$ cat src/rtl/bwn_pkg.sv
// bwn_pkg
// Shared definitions for the binary-weight network back end: default class
// count and score width, clamp limits for the packed scores, a saturating
// score helper and a ceil-log2 helper for counter widths.
package bwn_pkg;

    localparam int DFLT_CLASS_NUM = 3;
    localparam int DFLT_D_WL      = 16;

    // ceil(log2(v)); returns 0 for v <= 1.
    function automatic int clog2(input int unsigned v);
        int r;
        r = 0;
        for (int unsigned p = 1; p < v; p = p << 1) begin
            r = r + 1;
        end
        return r;
    endfunction

    // Scores are kept within one quarter of the D_WL range so that the
    // judge's D_WL-bit pairwise differences can never overflow.
    function automatic logic signed [63:0] score_max(input int unsigned d_wl);
        return (64'sd1 <<< (d_wl - 2)) - 64'sd1;
    endfunction

    function automatic logic signed [63:0] score_min(input int unsigned d_wl);
        return -(64'sd1 <<< (d_wl - 2));
    endfunction

    localparam logic signed [63:0] SCORE_MAX = score_max(DFLT_D_WL);
    localparam logic signed [63:0] SCORE_MIN = score_min(DFLT_D_WL);

    // Clamp a wide signed value into the score range for width d_wl.
    // The result is still 64 bits wide; callers truncate to d_wl.
    function automatic logic signed [63:0] sat_score(input logic signed [63:0] v,
                                                     input int unsigned d_wl);
        if (v > score_max(d_wl)) begin
            return score_max(d_wl);
        end
        if (v < score_min(d_wl)) begin
            return score_min(d_wl);
        end
        return v;
    endfunction

endpackage

$ cat src/rtl/score_acc.sv
// score_acc
// Single-class signed accumulator with output clamp.
// Ports:
//   clk, rst_n  clock, asynchronous active-low reset
//   clr         synchronous clear of the accumulator (wins over en)
//   first       current beat is the first of a class: load instead of add
//   en          accept din this cycle
//   din         signed partial sum, D_WL bits
//   score       clamped value of the running sum including din (combinational)
module score_acc
    import bwn_pkg::*;
#(
    parameter int D_WL    = DFLT_D_WL,
    parameter int ACC_LEN = 16
) (
    input  logic            clk,
    input  logic            rst_n,
    input  logic            clr,
    input  logic            first,
    input  logic            en,
    input  logic [D_WL-1:0] din,
    output logic [D_WL-1:0] score
);

    // Wide enough that ACC_LEN full-scale beats cannot overflow.
    localparam int AW = D_WL + clog2(ACC_LEN);

    logic signed [AW-1:0] acc;
    logic signed [AW-1:0] din_ext;
    logic signed [AW-1:0] sum;

    assign din_ext = AW'($signed(din));

    always_comb begin
        sum = acc + din_ext;
        if (first) begin
            sum = din_ext;
        end
    end

    // On the final beat of a class this is the clamped class score.
    assign score = D_WL'(sat_score(64'(sum), D_WL));

    always_ff @(posedge clk or negedge rst_n) begin
        if (!rst_n) begin
            acc <= '0;
        end else if (clr) begin
            acc <= '0;
        end else if (en) begin
            acc <= sum;
        end
    end

endmodule

$ cat src/rtl/class_score_packer.sv
// class_score_packer
// Accumulates class-major serial partial sums from the last FC layer into one
// clamped signed score per class and packs them for the argmax judge.
// Ports:
//   clk, rst_n  clock, asynchronous active-low reset
//   in_valid    in_data beat valid
//   in_data     signed partial sum, D_WL bits
//   clear       synchronous frame abort (wins over in_valid)
//   data        packed scores, class k at [(k+1)*D_WL-1 : k*D_WL]; held between frames
//   o_valid     one-cycle pulse when data has been updated
//   busy        a frame is partially received
module class_score_packer
    import bwn_pkg::*;
#(
    parameter int CLASS_NUM = DFLT_CLASS_NUM,
    parameter int D_WL      = DFLT_D_WL,
    parameter int ACC_LEN   = 16
) (
    input  logic                      clk,
    input  logic                      rst_n,
    input  logic                      in_valid,
    input  logic [D_WL-1:0]           in_data,
    input  logic                      clear,
    output logic [CLASS_NUM*D_WL-1:0] data,
    output logic                      o_valid,
    output logic                      busy
);

    localparam int BW = (clog2(ACC_LEN) < 1) ? 1 : clog2(ACC_LEN);
    localparam int CW = (clog2(CLASS_NUM) < 1) ? 1 : clog2(CLASS_NUM);

    logic [BW-1:0]   beat_cnt;
    logic [CW-1:0]   cls_cnt;
    logic            accept;
    logic            first_beat;
    logic            last_beat;
    logic            last_cls;
    logic [D_WL-1:0] score;
    logic [D_WL-1:0] slot [CLASS_NUM-1];

    assign accept     = in_valid & ~clear;
    assign first_beat = (beat_cnt == '0);
    assign last_beat  = (beat_cnt == BW'(ACC_LEN - 1));
    assign last_cls   = (cls_cnt == CW'(CLASS_NUM - 1));
    assign busy       = (cls_cnt != '0) | (beat_cnt != '0);

    score_acc #(
        .D_WL    (D_WL),
        .ACC_LEN (ACC_LEN)
    ) u_acc (
        .clk   (clk),
        .rst_n (rst_n),
        .clr   (clear),
        .first (first_beat),
        .en    (accept),
        .din   (in_data),
        .score (score)
    );

    always_ff @(posedge clk or negedge rst_n) begin
        if (!rst_n) begin
            beat_cnt <= '0;
            cls_cnt  <= '0;
        end else if (clear) begin
            beat_cnt <= '0;
            cls_cnt  <= '0;
        end else if (accept) begin
            if (last_beat) begin
                beat_cnt <= '0;
                cls_cnt  <= last_cls ? '0 : cls_cnt + CW'(1);
            end else begin
                beat_cnt <= beat_cnt + BW'(1);
            end
        end
    end

    // Classes 0..CLASS_NUM-2 park here until the last class completes.
    always_ff @(posedge clk or negedge rst_n) begin
        if (!rst_n) begin
            for (int unsigned k = 0; k < CLASS_NUM - 1; k++) begin
                slot[k] <= '0;
            end
        end else if (clear) begin
            for (int unsigned k = 0; k < CLASS_NUM - 1; k++) begin
                slot[k] <= '0;
            end
        end else if (accept && last_beat && !last_cls) begin
            slot[cls_cnt] <= score;
        end
    end

    // The last class bypasses the slots and is packed straight from the clamp.
    always_ff @(posedge clk or negedge rst_n) begin
        if (!rst_n) begin
            data    <= '0;
            o_valid <= 1'b0;
        end else begin
            o_valid <= 1'b0;
            if (accept && last_beat && last_cls) begin
                o_valid <= 1'b1;
                for (int unsigned k = 0; k < CLASS_NUM - 1; k++) begin
                    data[k*D_WL +: D_WL] <= slot[k];
                end
                data[(CLASS_NUM-1)*D_WL +: D_WL] <= score;
            end
        end
    end

endmodule

$ cat config.mk
export PLATFORM = sky130hd
export DESIGN_NAME = class_score_packer
export DESIGN_NICKNAME = d
export VERILOG_FILES = /design/src/rtl/bwn_pkg.sv /design/src/rtl/score_acc.sv /design/src/rtl/class_score_packer.sv
export SDC_FILE = /design/constraint.sdc
export NUM_CORES = 1
export LEC_CHECK = 0
export CAP_MARGIN = 0
export CORE_ASPECT_RATIO = 0.9
export CORE_UTILIZATION = 33
export DETAILED_ROUTE_END_ITERATION = 10
export GPL_TIMING_DRIVEN = 0
export HOLD_SLACK_MARGIN = 0.06
export PLACE_DENSITY_LB_ADDON = 0.15
export SYNTH_ARGS = -nofsm -noshare
export SYNTH_HDL_FRONTEND = slang
export SYNTH_SLANG_ARGS = --single-unit
$ cat constraint.sdc
create_clock -name clk -period 3.9 [get_ports clk]
set_input_delay 0.78 -clock clk [delete_from_list [all_inputs] [get_ports clk]]
set_output_delay 0.78 -clock clk [all_outputs]
set_load 0.02 [all_outputs]
; After elaboration in Yosys (flattened, before gate mapping)
; Index checks and enable logic that the tools add are counted.
[word_totals]
register_bits = 107
inputBits = 20
output_inout_bits = 50
wordCells = 55
[classes]
n_addsub = 3
n_lt_le_gt_ge = 4
n_eq_ne = 2
n_mux = 23
bitwise_logic = 4
reduce_logical = 12
[ops]
columns = operator, count
row1 = $mux W16, 5
row2 = $mux W32, 2
row3 = $mux W20, 3
row4 = $bwmux W32, 1
row5 = $add A20 B16 Y20, 1
row6 = $gt A20 B15 Y1 const B, 1
row7 = $lt A20 B15 Y1 const B, 1
row8 = $demux W16 S1, 1
row9 = $mux W4, 3
row10 = $mux W2, 4
row11 = $reduce_bool A2 Y1, 4
row12 = $add A4 B1 Y4 const B, 1
row13 = $eq A4 B4 Y1 const B, 1
row14 = $logic_and A1 B1 Y1, 4
row15 = $logic_not A4 Y1, 1
row16 = $mux W1, 4
row17 = $reduce_bool A4 Y1, 1
row18 = $ge A3 B2 Y1 const B, 1
row19 = $lt A3 B1 Y1 const B, 1
row20 = $not A2 Y3, 1
row21 = $add A2 B1 Y2 const B, 1
row22 = $eq A2 B2 Y1 const B, 1
row23 = $reduce_and A2 Y1, 1
row24 = $and A1 B1 Y1, 1
row25 = other kinds (3), 3

; Logic depth before layout (Yosys ltp)
; Gate-level depths: netlist of run 1.
[depth]
depth_word = 10
ltp_mapped = 13
mapped_depth_nobuf = 11

; Hierarchy
; Synthesis of run 1 repeated with hierarchy kept, for this count alone.
[hier_totals]
hier_cells = 535
area_unflattened_um2 = 6072.1
[by_module_without_submodules]
columns = module, n_inst, cells_per_inst, area_per_inst_um2, seq_area_each_um2
row1 = class_score_packer, 1, 261, 3656.0, 2177.1
row2 = score_acc, 1, 274, 2416.1, 500.5

; Worst setup path after synthesis of run 1
; No wires, ideal clock.
[synth_timing]
kind = input to register
start = input port in_data[0]
end = register data[37]
setup_time_ns = 0.096
arrival_time_ns = 3.318
required_ns = 3.804
path_slack_ns = 0.486
cell_stages = 12
path_buffers = 1
path_cell_list = ha_1 fa_1 a21o_1 a221oi_2 o22a_1 o221ai_2 mux2i_1 o41ai_2 a21boi_2 and2_4 buf_6 a311oi_2
[synth_via]
elab_chain_len = 7
elab_cells_between_ends = 10
classes_between = add/sub: 1 / order compare: 2 / mux: 7
[synth_rtl]
columns = element, line
row1 = start: declaration, class_score_packer.sv:22  ; input logic [D_WL-1:0] in_data,
row2 = $add A20 B16 Y20, score_acc.sv:35  ; sum = acc + din_ext;
row3 = $mux W20 *, score_acc.sv:36  ; if (first) begin
row4 = $lt A20 B15 Y1, bwn_pkg.sv:40  ; if (v < score_min(d_wl)) begin
row5 = $mux W1 (2 in series), bwn_pkg.sv:40
row6 = $mux W16, bwn_pkg.sv:43  ; return v;
row7 = $mux W16 *, bwn_pkg.sv:40
row8 = end signal: indexed assignment, class_score_packer.sv:102  ; data[k*D_WL +: D_WL] <= slot[k];
row9 = end signal: indexed assignment, class_score_packer.sv:104  ; data[(CLASS_NUM-1)*D_WL +: D_WL] <= score;
row10 = end: declaration, class_score_packer.sv:24  ; output logic [CLASS_NUM*D_WL-1:0] data,
; Every way passes the cells marked *; elsewhere a longest branch is shown, timed or not. The select of a mux whose other input is x is not followed.
; A chain may end at the register's enable or synchronous reset.

; Worst setup path in the final report of run 1
[layout_timing]
start = input port in_data[5]
end = register data[45]
; Same word-level chain as after synthesis.

==> impl_metrics.py, run 1 <==
metrics = {
    "status": {
        "status": "finished with violations",
        "violations": "design-rule violations",
    },
    "sta": {
        "fin_crit_ns": 3.73,
        "setup_viol_count_final": 0,
        "clock_skew_ns": 0.00932,
        "tightest_slew_ns": 0.955,
        "clock.fmax_ghz": 0.268,
        "setup_slack_ns": 0.165,
        "rsz0062_at_grt": "no",
        "slew_violations": 0,
        "period_share": 0.958,
        "slew_headroom": 0.354,
        "finalHoldViolCount": 0,
    },
    "synth": {
        "synth_seq_area_share": 0.485,
        "synth_area_leaders": "dfrtp_1 (48%), mux2_2 (6.5%), a22o_1 (5.2%)",
        "ys.flop_type": "dfrtp_1",
        "yosys_warnings": 0,
        "synth_cells": 507,
        "async_flop_share": 1.00,
        "synth.top_cell.area_share": 0.485,
        "syn_area_um2": 5520,
        "synth_edf_count": 0,
        "synthDistinctLibCells": 60,
        "yosys.area.top_type": "dfrtp_1",
        "synth_seq_cells": 107,
        "syn_nets": 549,
        "avgSynthCellArea_um2": 10.9,
    },
    "floorplanning": {
        "rows": 44,
        "io_pins": 70,
        "core-area_um2": 16200,
        "die_y_um": 125,
        "die_area_um2": 17300,
        "die_w_um": 138,
        "initial_core_util": 0.340,
    },
    "worst_setup_path": {
        "worst_path_largest_cell_delay_ns": 0.44,
        "slowest_stage": "clkdlybuf4s50_1",
        "path_cells": "clkdlybuf4s50_1 -> ha_1 -> and3_1 -> a221oi_4 -> o22a_1 -> o221ai_2 -> mux2i_2 -> o41ai_2 -> a21boi_4 -> and2_4 -> buf_6 -> a311oi_2",
        "startpoint_type": "primary input",
        "cp-end-kind": "flip-flop",
        "cp_max_fo": 10,
        "arrival_ns": 3.98,
        "regToRegSetupSlack_ns": 0.59,
        "cp_data_required_time_ns": 4.15,
        "critPathKind": "in -> reg",
    },
    "clock_network": {
        "cts-root-buf": "clkbuf_16",
        "clockBufferDepth": 2,
        "h-tree-depth": 3,
        "clk_latency_ns": 0.35,
        "ctsHoldBuffers": 0,
        "numCtsBuffers": 9,
        "cts_tree": "done",
        "clock_sinks": 107,
        "cts.clk_slew.worst_paths_ns": 0.08,
    },
    "final_layout": {
        "regArea_um2": 2680,
        "diodes": 0,
        "finalNetCount": 632,
        "fillers": 1549,
        "final_common_cell": "dfrtp_1",
        "syn2layout_area_growth_pct": 25.9,
        "multiInputGateArea_um2": 2810,
        "drive_gt1_frac": 0.173,
        "layout_common_cells": "dfrtp_1 (107), clkdlybuf4s50_1 (65), nor2_1 (56)",
    },
    "route": {
        "wl_per_cell_um": 18.4,
        "routed_wl_um": 14800,
        "final_antenna_net_count": 0,
        "drtIter0Drc": 291,
        "num_vias": 4259,
        "via_per_inst": 5.31,
        "drtPass1Iterations": 7,
        "drcViolationCount": 12,
    },
    "global_route": {
        "grt_pass1_vias": 4281,
        "grt_pass1_wl_um": 24300,
        "grt_usage": 0.180,
        "overflow": 0,
        "grt_start_max_net_pins": 75,
        "grt_antenna_before_repair": 0,
    },
    "pwr": {
        "p_total_w": 0.00263,
        "ir_drop_uv": 239,
        "p_per_area_nw_per_um2": 378,
        "p_leak_nw": 3.08,
    },
    "placement": {
        "pre_cts_ws_ns": -0.475,
        "gp_congestion": 0.831,
        "hpwl_um": 11300,
        "port_buffers": 68,
    },
    "run": {
        "maxCapViolCount": 0,
    },
    "hold_path": {
        "min_path_type": "in -> async",
    },
}
Yosys cell counts, types with 2 or more instances:
cell type and number:
a21oi_1 34, nand4_1 3, nand3_1 6, a311oi_2 10, nor2b_2 2, buf_1 2, o21ai_0 18, nor2b_1 5
o21ai_1 2, o211ai_1 4, nor4_1 3, nor3_1 6, clkbuf_1 15, xnor2_1 9, nand2b_1 2, dfrtp_1 107
nand2_1 34, a22o_1 33, a211oi_1 19, mux2i_1 8, a21o_1 8, xor2_1 8, and4_1 2, nor3b_1 3
buf_2 5, a311oi_1 7, o21a_1 3, buf_4 5, mux2_2 32, ha_1 21, inv_1 7, nor2_1 56
cell families after synthesis:
logic type               after synthesis  synth area share
AO/OA/AOI/OAI                        152             0.213
XOR/XNOR                              17            0.0270
adder cells (fa/ha/maj)               22            0.0512
buffers and inverters                 35            0.0297
flip-flops                           107             0.485
multiplexers                          40            0.0797
AND/OR/NAND/NOR                      134             0.114
sequential cells by signal (all words and copies together) (netlist names):
| signal | cells |
|---|---|
| cls_cnt | 2 |
| u_acc.acc | 20 |
| beat_cnt | 4 |
| slot | 32 |
| data | 48 |
| o_valid | 1 |
worst max-delay path: cells and delay by family:
kind / cells / cell delay [ns]
AND/OR/NAND/NOR: 2 / 0.49
AO/OA/AOI/OAI: 6 / 1.48
adder cells (fa/ha/maj): 1 / 0.43
multiplexers: 1 / 0.21
buffers and inverters: 2 / 0.59
layout make-up:
type | count | share of cell area
Buffer | 28 | 0.0198
Clock buffer | 10 | 0.0329
Clock inverter | 6 | 0.0115
Inverter | 7 | 0.00378
Multi-Input combinational cell | 365 | 0.405
Sequential cell | 107 | 0.385
Tap cell | 207 | 0.0373
Timing Repair Buffer | 72 | 0.105
metal layers:
metal,vias up,track usage,routed length [um]
met5,-,0,0
met4,0,0.0317,96
met3,8,0.0323,613
met2,75,0.281,6680
met1,2129,0.261,7360
li1,2047,-,-
repair_timing:
item,CTS,global route
gates resized for setup,9,15
buffers inserted,1,2
endpoints found under the setup margin,34,34
pin swaps,3,6
path summary, 6_finish.rpt:
path,endpoint,cells after the start,from
worst max-delay path,data[45]$_DFFE_PN0P_,12,in_data[5]
worst min-delay path,u_acc.acc[0]$_DFFE_PN0P_,1,rst_n
worst max register to register,data[45]$_DFFE_PN0P_,12,u_acc.acc[0]$_DFFE_PN0P_
worst min register to register,data[46]$_DFFE_PN0P_,1,data[46]$_DFFE_PN0P_
max in group asynchronous,data[28]$_DFFE_PN0P_,2,rst_n
min in group clk,data[46]$_DFFE_PN0P_,1,data[46]$_DFFE_PN0P_
where the power goes:
part / switching (W) / leakage, nW / total (W) / internal [W]
Sequential: 0.0000178 / 1.47 / 0.00115 / 0.00113
Clock: 0.000436 / 0.149 / 0.000949 / 0.000514
Combinational: 0.000343 / 1.46 / 0.000534 / 0.000191
through the flow:
step	setup TNS (ns)	instance area (um2)	cells	hold slack [ns]	util
finish	0	6950	802	0.384	0.428
global route	0	6950	802	0.405	0.428
CTS	0	6860	800	0.396	0.422
detailed placement	-16.79	6490	783	0.472	0.399
global placement	-227.67	6460	782	0.467	0.398
floorplan	0	5520	507	0.460	-
Note: power is estimated with default switching activity, not from simulation.
==> run 2, diff against run 1 <==
--- a/config.mk
+++ b/config.mk
@@ -7,3 +7,2 @@
 export LEC_CHECK = 0
-export CAP_MARGIN = 0
 export CORE_ASPECT_RATIO = 0.9
==> constraint.sdc (replaced) <==
create_clock -name clk -period 4.7 [get_ports clk]
set_input_delay 0.705 -clock clk [delete_from_list [all_inputs] [get_ports clk]]
set_output_delay 0.705 -clock clk [all_outputs]
set_load 0.02 [all_outputs]
==> run 2 against run 1 <==
The flow still finishes with violations (design-rule violations). Via count shrank 0.68%. Clock power decreased by 17%. Sequential power shrank 17%. Routed wire length decreased by 0.93%. Non-clock buffer count decreased by 3. Global-route usage decreased by 0.060 points. Hold slack got worse by 0.077 ns. Utilization decreased by 0.96 points.
==> impl_metrics.py, run 2 (same netlist as run 1, synthesis figures left out) <==
metrics = {
    "status": {
        "status": "finished with violations",
        "violations": "design-rule violations",
    },
    "sta": {
        "slew_headroom": 0.374,
        "clock_skew_ns": 0.00980,
        "fin_crit_ns": 3.97,
        "setup_viol_count_final": 0,
        "hold_ws_ns": 0.307,
        "clock.fmax_ghz": 0.252,
        "finalHoldViolCount": 0,
        "rsz0062_at_grt": "no",
        "slew_violations": 0,
        "setup_slack_ns": 0.728,
        "tightest_slew_ns": 0.926,
        "period_share": 0.845,
    },
    "final_layout": {
        "largest_reg_flops": 48,
        "layout_common_cells": "dfrtp_1 (107), clkdlybuf4s50_1 (67), nor2_1 (56)",
        "final_common_cell": "dfrtp_1",
        "fillers": 1557,
        "drive_gt1_frac": 0.142,
        "syn2layout_area_growth_pct": 23.1,
        "finalNetCount": 629,
        "fin_util": 0.418,
        "diodes": 0,
        "multiInputGateArea_um2": 2680,
        "regMostFlops": "data",
        "regArea_um2": 2680,
        "biggestRegsByFlops": "data x48, slot x32, u_acc.acc x20",
    },
    "route": {
        "num_vias": 4230,
        "final_antenna_net_count": 0,
        "routed_wl_um": 14600,
        "drtPass1Iterations": 7,
        "drcViolationCount": 12,
        "via_per_inst": 5.29,
        "wl_per_cell_um": 18.3,
        "drtIter0Drc": 316,
    },
    "placement": {
        "pre_cts_ws_ns": 0.400,
        "hpwl_um": 11300,
        "gp_congestion": 0.831,
        "port_buffers": 68,
    },
    "pwr": {
        "power_frac_clock": 0.366,
        "internal_power_w": 0.00150,
        "p_comb_frac": 0.192,
        "ir_drop_uv": 198,
        "p_per_area_nw_per_um2": 316,
        "swShare": 0.301,
        "p_sw_w": 0.000646,
        "p_leak_nw": 3.04,
        "sequentialPowerShare": 0.442,
    },
    "floorplanning": {
        "initial_core_util": 0.340,
        "die_area_um2": 17300,
        "io_pins": 70,
        "die_w_um": 138,
        "die_y_um": 125,
        "rows": 44,
        "core-area_um2": 16200,
    },
    "worst_setup_path": {
        "path_cells": "clkdlybuf4s50_1 -> ha_1 -> fa_1 -> a21o_1 -> a221oi_2 -> o22a_1 -> o221ai_2 -> mux2i_1 -> o41ai_2 -> a21boi_2 -> nor2b_2 -> buf_4 -> a22o_1",
        "ff2ff_path_depth": 12,
        "cp-end-kind": "flip-flop",
        "startpoint_type": "primary input",
        "worst_path_largest_cell_delay_ns": 0.44,
        "critPathBufInv": 2,
        "cp_data_required_time_ns": 4.98,
        "regToRegSetupSlack_ns": 1.16,
        "worstReg2RegStart": "u_acc.acc[0]$_DFFE_PN0P_",
        "slowest_stage": "a221oi_2",
        "arrival_ns": 4.25,
        "timing.rr.end": "slot[27]$_DFFE_PN0P_",
        "critPathKind": "in -> reg",
        "crit_family": "compound AO/OA/AOI/OAI gates",
        "cp_max_fo": 10,
    },
    "global_route": {
        "grt_antenna_before_repair": 0,
        "grt_start_max_net_pins": 75,
        "grt_usage": 0.179,
        "grt_pass1_wl_um": 24200,
        "grt_pass1_vias": 4269,
        "overflow": 0,
    },
    "clock_network": {
        "cts_resized": 0,
        "clockBufferDepth": 2,
        "h-tree-depth": 3,
        "cts_setup_buffers": 0,
        "cts-root-buf": "clkbuf_16",
        "numCtsBuffers": 9,
        "clk_latency_ns": 0.35,
        "cts_tree": "done",
        "ctsHoldBuffers": 0,
        "clock_sinks": 107,
        "cts.clk_slew.worst_paths_ns": 0.08,
    },
    "hold_path": {
        "min_path_type": "in -> async",
    },
    "run": {
        "maxCapViolCount": 0,
    },
}
## run 2: layer usage
layer | global-route usage | part of all wire | up-vias
li1 | - | - | 2041
met1 | 0.261 | 0.51 | 2102
met2 | 0.278 | 0.45 | 82
met3 | 0.0334 | 0.034 | 5
met4 | 0.0317 | 0.0051 | 0
met5 | 0 | 0 | -
## run 2: worst register-to-register path, stage by stage, from the launching register on
cell and delay [ns]:
dfrtp_1 0.39, ha_1 0.23, fa_1 0.42, a21o_1 0.21, a221oi_2 0.44, o22a_1 0.26
o221ai_2 0.10, mux2i_1 0.21, o41ai_2 0.37, a21boi_2 0.17, nor2b_2 0.28, buf_4 0.24
a22o_1 0.16
## run 2: final cells by class
| class | count | area share |
|---|---|---|
| well taps | 207 | 0.0381 |
| flip-flops and latches | 107 | 0.394 |
| clock buffers | 10 | 0.0337 |
| plain buffers | 28 | 0.0203 |
| repair buffers | 69 | 0.104 |
| clock inverters | 6 | 0.0118 |
| multi-input cells | 365 | 0.395 |
| inverters | 7 | 0.00387 |
## run 2: how the worst max path moves through the flow
stage | start | endpoint | cells past startpoint
finish | in_data[0] | slot[27]$_DFFE_PN0P_ | 13
floorplan | in_data[0] | data[37]$_DFFE_PN0P_ | 12
detailed placement | in_data[0] | slot[24]$_DFFE_PN0P_ | 14
global placement | rst_n | data[25]$_DFFE_PN0P_ | 1
CTS | in_data[0] | slot[8]$_DFFE_PN0P_ | 14
global route | in_data[15] | data[45]$_DFFE_PN0P_ | 12
## run 2: per-stage QoR
stage	setup TNS (ns)	instances	power, W	instance area [um2]
6_report	0	799	0.00215	6800
5_1_grt	0	799	0.00226	6800
4_1_cts	0	799	0.00217	6800
3_5_place_dp	0	783	0.00138	6490
3_3_place_gp	-116.34	782	0.00138	6460
2_1_floorplan	0	507	0.00124	5520
## run 2: power groups by stage
| stage | Combinational (W) | Sequential, W | Clock, W |
|---|---|---|---|
| finish | 0.000413 | 0.000950 | 0.000787 |
| global route | 0.000461 | 0.000952 | 0.000848 |
| CTS | 0.000417 | 0.000950 | 0.000802 |
| detailed placement | 0.000415 | 0.000968 | 0 |
| global placement | 0.000408 | 0.000968 | 0 |
| floorplan | 0.000278 | 0.000963 | 0 |
==> run 3, diff against run 2 <==
- clock period: 4.7 -> 4.02 ns (I/O delays scaled with it)
==> run 3 against run 2 <==
The run still ends with design-rule violations left. Via count barely moved. Sequential share of layout area hardly changed. Sequential cell count unchanged. Critical path depth unchanged. Final cell count did not move. First-iteration DRC count did not move. Routed wire length unchanged. Cell area barely moved.
==> impl_metrics.py, run 3 (same netlist as run 1, synthesis figures left out) <==
metrics = {
    "final_layout": {
        "regArea_um2": 2680,
        "biggestRegsByFlops": "data x48, slot x32, u_acc.acc x20",
        "finalNetCount": 629,
        "final_area_um2": 6800,
        "diodes": 0,
        "largest_reg_flops": 48,
        "drive_gt1_frac": 0.144,
        "syn2layout_area_growth_pct": 23.2,
        "multiInputGateArea_um2": 2690,
        "regMostFlops": "data",
        "final_common_cell": "dfrtp_1",
        "fillers": 1556,
        "layout_common_cells": "dfrtp_1 (107), clkdlybuf4s50_1 (67), nor2_1 (56)",
    },
    "clock_network": {
        "clock_sinks": 107,
        "cts-root-buf": "clkbuf_16",
        "cts.clk_slew.worst_paths_ns": 0.08,
        "cts_resized": 0,
        "h-tree-depth": 3,
        "cts_setup_buffers": 0,
        "clockBufferDepth": 2,
        "clk_latency_ns": 0.35,
        "cts_tree": "done",
        "ctsHoldBuffers": 0,
        "numCtsBuffers": 9,
    },
    "pwr": {
        "p_leak_nw": 3.04,
        "p_total_w": 0.00251,
        "p_per_area_nw_per_um2": 370,
        "ir_drop_uv": 231,
    },
    "worst_setup_path": {
        "cp_data_required_time_ns": 4.30,
        "regToRegSetupSlack_ns": 0.49,
        "cp-startpoint": "in_data[0]",
        "ff2ff_path_depth": 12,
        "arrival_ns": 4.15,
        "cp_max_fo": 10,
        "startpoint_type": "primary input",
        "worstReg2RegStart": "u_acc.acc[0]$_DFFE_PN0P_",
        "cp-end-kind": "flip-flop",
        "critPathKind": "in -> reg",
        "timing.rr.end": "slot[27]$_DFFE_PN0P_",
        "cp-endpoint": "slot[27]$_DFFE_PN0P_",
    },
    "sta": {
        "clock_skew_ns": 0.00981,
        "setup_slack_ns": 0.152,
        "rsz0062_at_grt": "no",
        "period_share": 0.962,
        "slew_violations": 0,
        "clock.fmax_ghz": 0.259,
        "tightest_slew_ns": 0.926,
        "hold_ws_ns": 0.205,
        "setup_viol_count_final": 0,
        "fin_crit_ns": 3.87,
        "finalHoldViolCount": 0,
        "slew_headroom": 0.374,
    },
    "route": {
        "drcViolationCount": 12,
        "num_vias": 4226,
        "drtPass1Iterations": 7,
        "final_antenna_net_count": 0,
        "drtIter0Drc": 316,
        "via_per_inst": 5.29,
        "wl_per_cell_um": 18.3,
        "routed_wl_um": 14600,
    },
    "placement": {
        "placed_cell_area_um2": 6490,
        "port_buffers": 68,
        "hpwl_um": 11300,
        "pre_cts_ws_ns": -0.178,
        "gp_congestion": 0.831,
    },
    "hold_path": {
        "min_path_type": "in -> async",
    },
    "run": {
        "maxCapViolCount": 0,
    },
    "floorplanning": {
        "die_area_um2": 17300,
        "io_pins": 70,
        "die_w_um": 138,
        "initial_core_util": 0.340,
        "die_y_um": 125,
        "rows": 44,
        "core-area_um2": 16200,
    },
    "global_route": {
        "grt_pass1_wl_um": 24200,
        "grt_usage": 0.179,
        "overflow": 0,
        "grt_start_max_net_pins": 75,
        "grt_pass1_vias": 4269,
        "grt_antenna_before_repair": 0,
    },
    "status": {
        "violations": "design-rule violations",
        "status": "finished with violations",
    },
}
## run 3: cell types whose count changed in the layout (fill, tap and decap cells not counted)
| cell | change |
|---|---|
| a211oi_1 | -1 |
| a211oi_2 | +1 |
| o21ai_0 | -1 |
| o21ai_1 | +1 |
## run 3: worst max-delay path, cell delays in order
cell and delay [ns]:
clkdlybuf4s50_1 0.43, ha_1 0.26, fa_1 0.42, a21o_1 0.21
a221oi_2 0.44, o22a_1 0.26, o221ai_2 0.10, mux2i_1 0.21
o41ai_2 0.37, a21boi_2 0.17, nor2b_2 0.28, buf_4 0.24
a22o_1 0.15
## run 3: area by class of cell
cell class                 instances  area share
multi-input combinational        365       0.395
sequential                       107       0.394
timing repair buffer              69       0.104
tap                              207      0.0381
clock buffer                      10      0.0337
buffer                            28      0.0202
clock inverter                     6      0.0118
inverter                           7     0.00386
## run 3: stage by stage
step                      std cells  setup TNS (ns)   util
after floorplan                 507               0      -
after global placement          782         -183.59  0.398
after detailed placement        783           -4.66  0.399
after CTS                       799               0  0.418
after global routing            799               0  0.419
final                           799               0  0.419
## run 3: per-layer routing
layer / vias up / global-route usage / wire length (um)
li1: 2039 / - / -
met1: 2102 / 0.261 / 7470
met2: 80 / 0.278 / 6600
met3: 5 / 0.0334 / 471
met4: 0 / 0.0317 / 74
met5: - / 0 / 0
## run 3: how the worst min path moves through the flow
stage,end,depth (start not counted)
finish,u_acc.acc[1]$_DFFE_PN0P_,1
global route,u_acc.acc[0]$_DFFE_PN0P_,1
CTS,u_acc.acc[1]$_DFFE_PN0P_,1
detailed placement,data[46]$_DFFE_PN0P_,1
global placement,data[47]$_DFFE_PN0P_,1
floorplan,beat_cnt[0]$_DFFE_PN0P_,0
## run 3: power by group
part / total, W / switching [W] / internal, W
clock network: 0.000921 / 0.000422 / 0.000498
logic: 0.000483 / 0.000318 / 0.000165
registers: 0.00111 / 0.0000158 / 0.00109
total: 0.00251 / 0.000756 / 0.00176
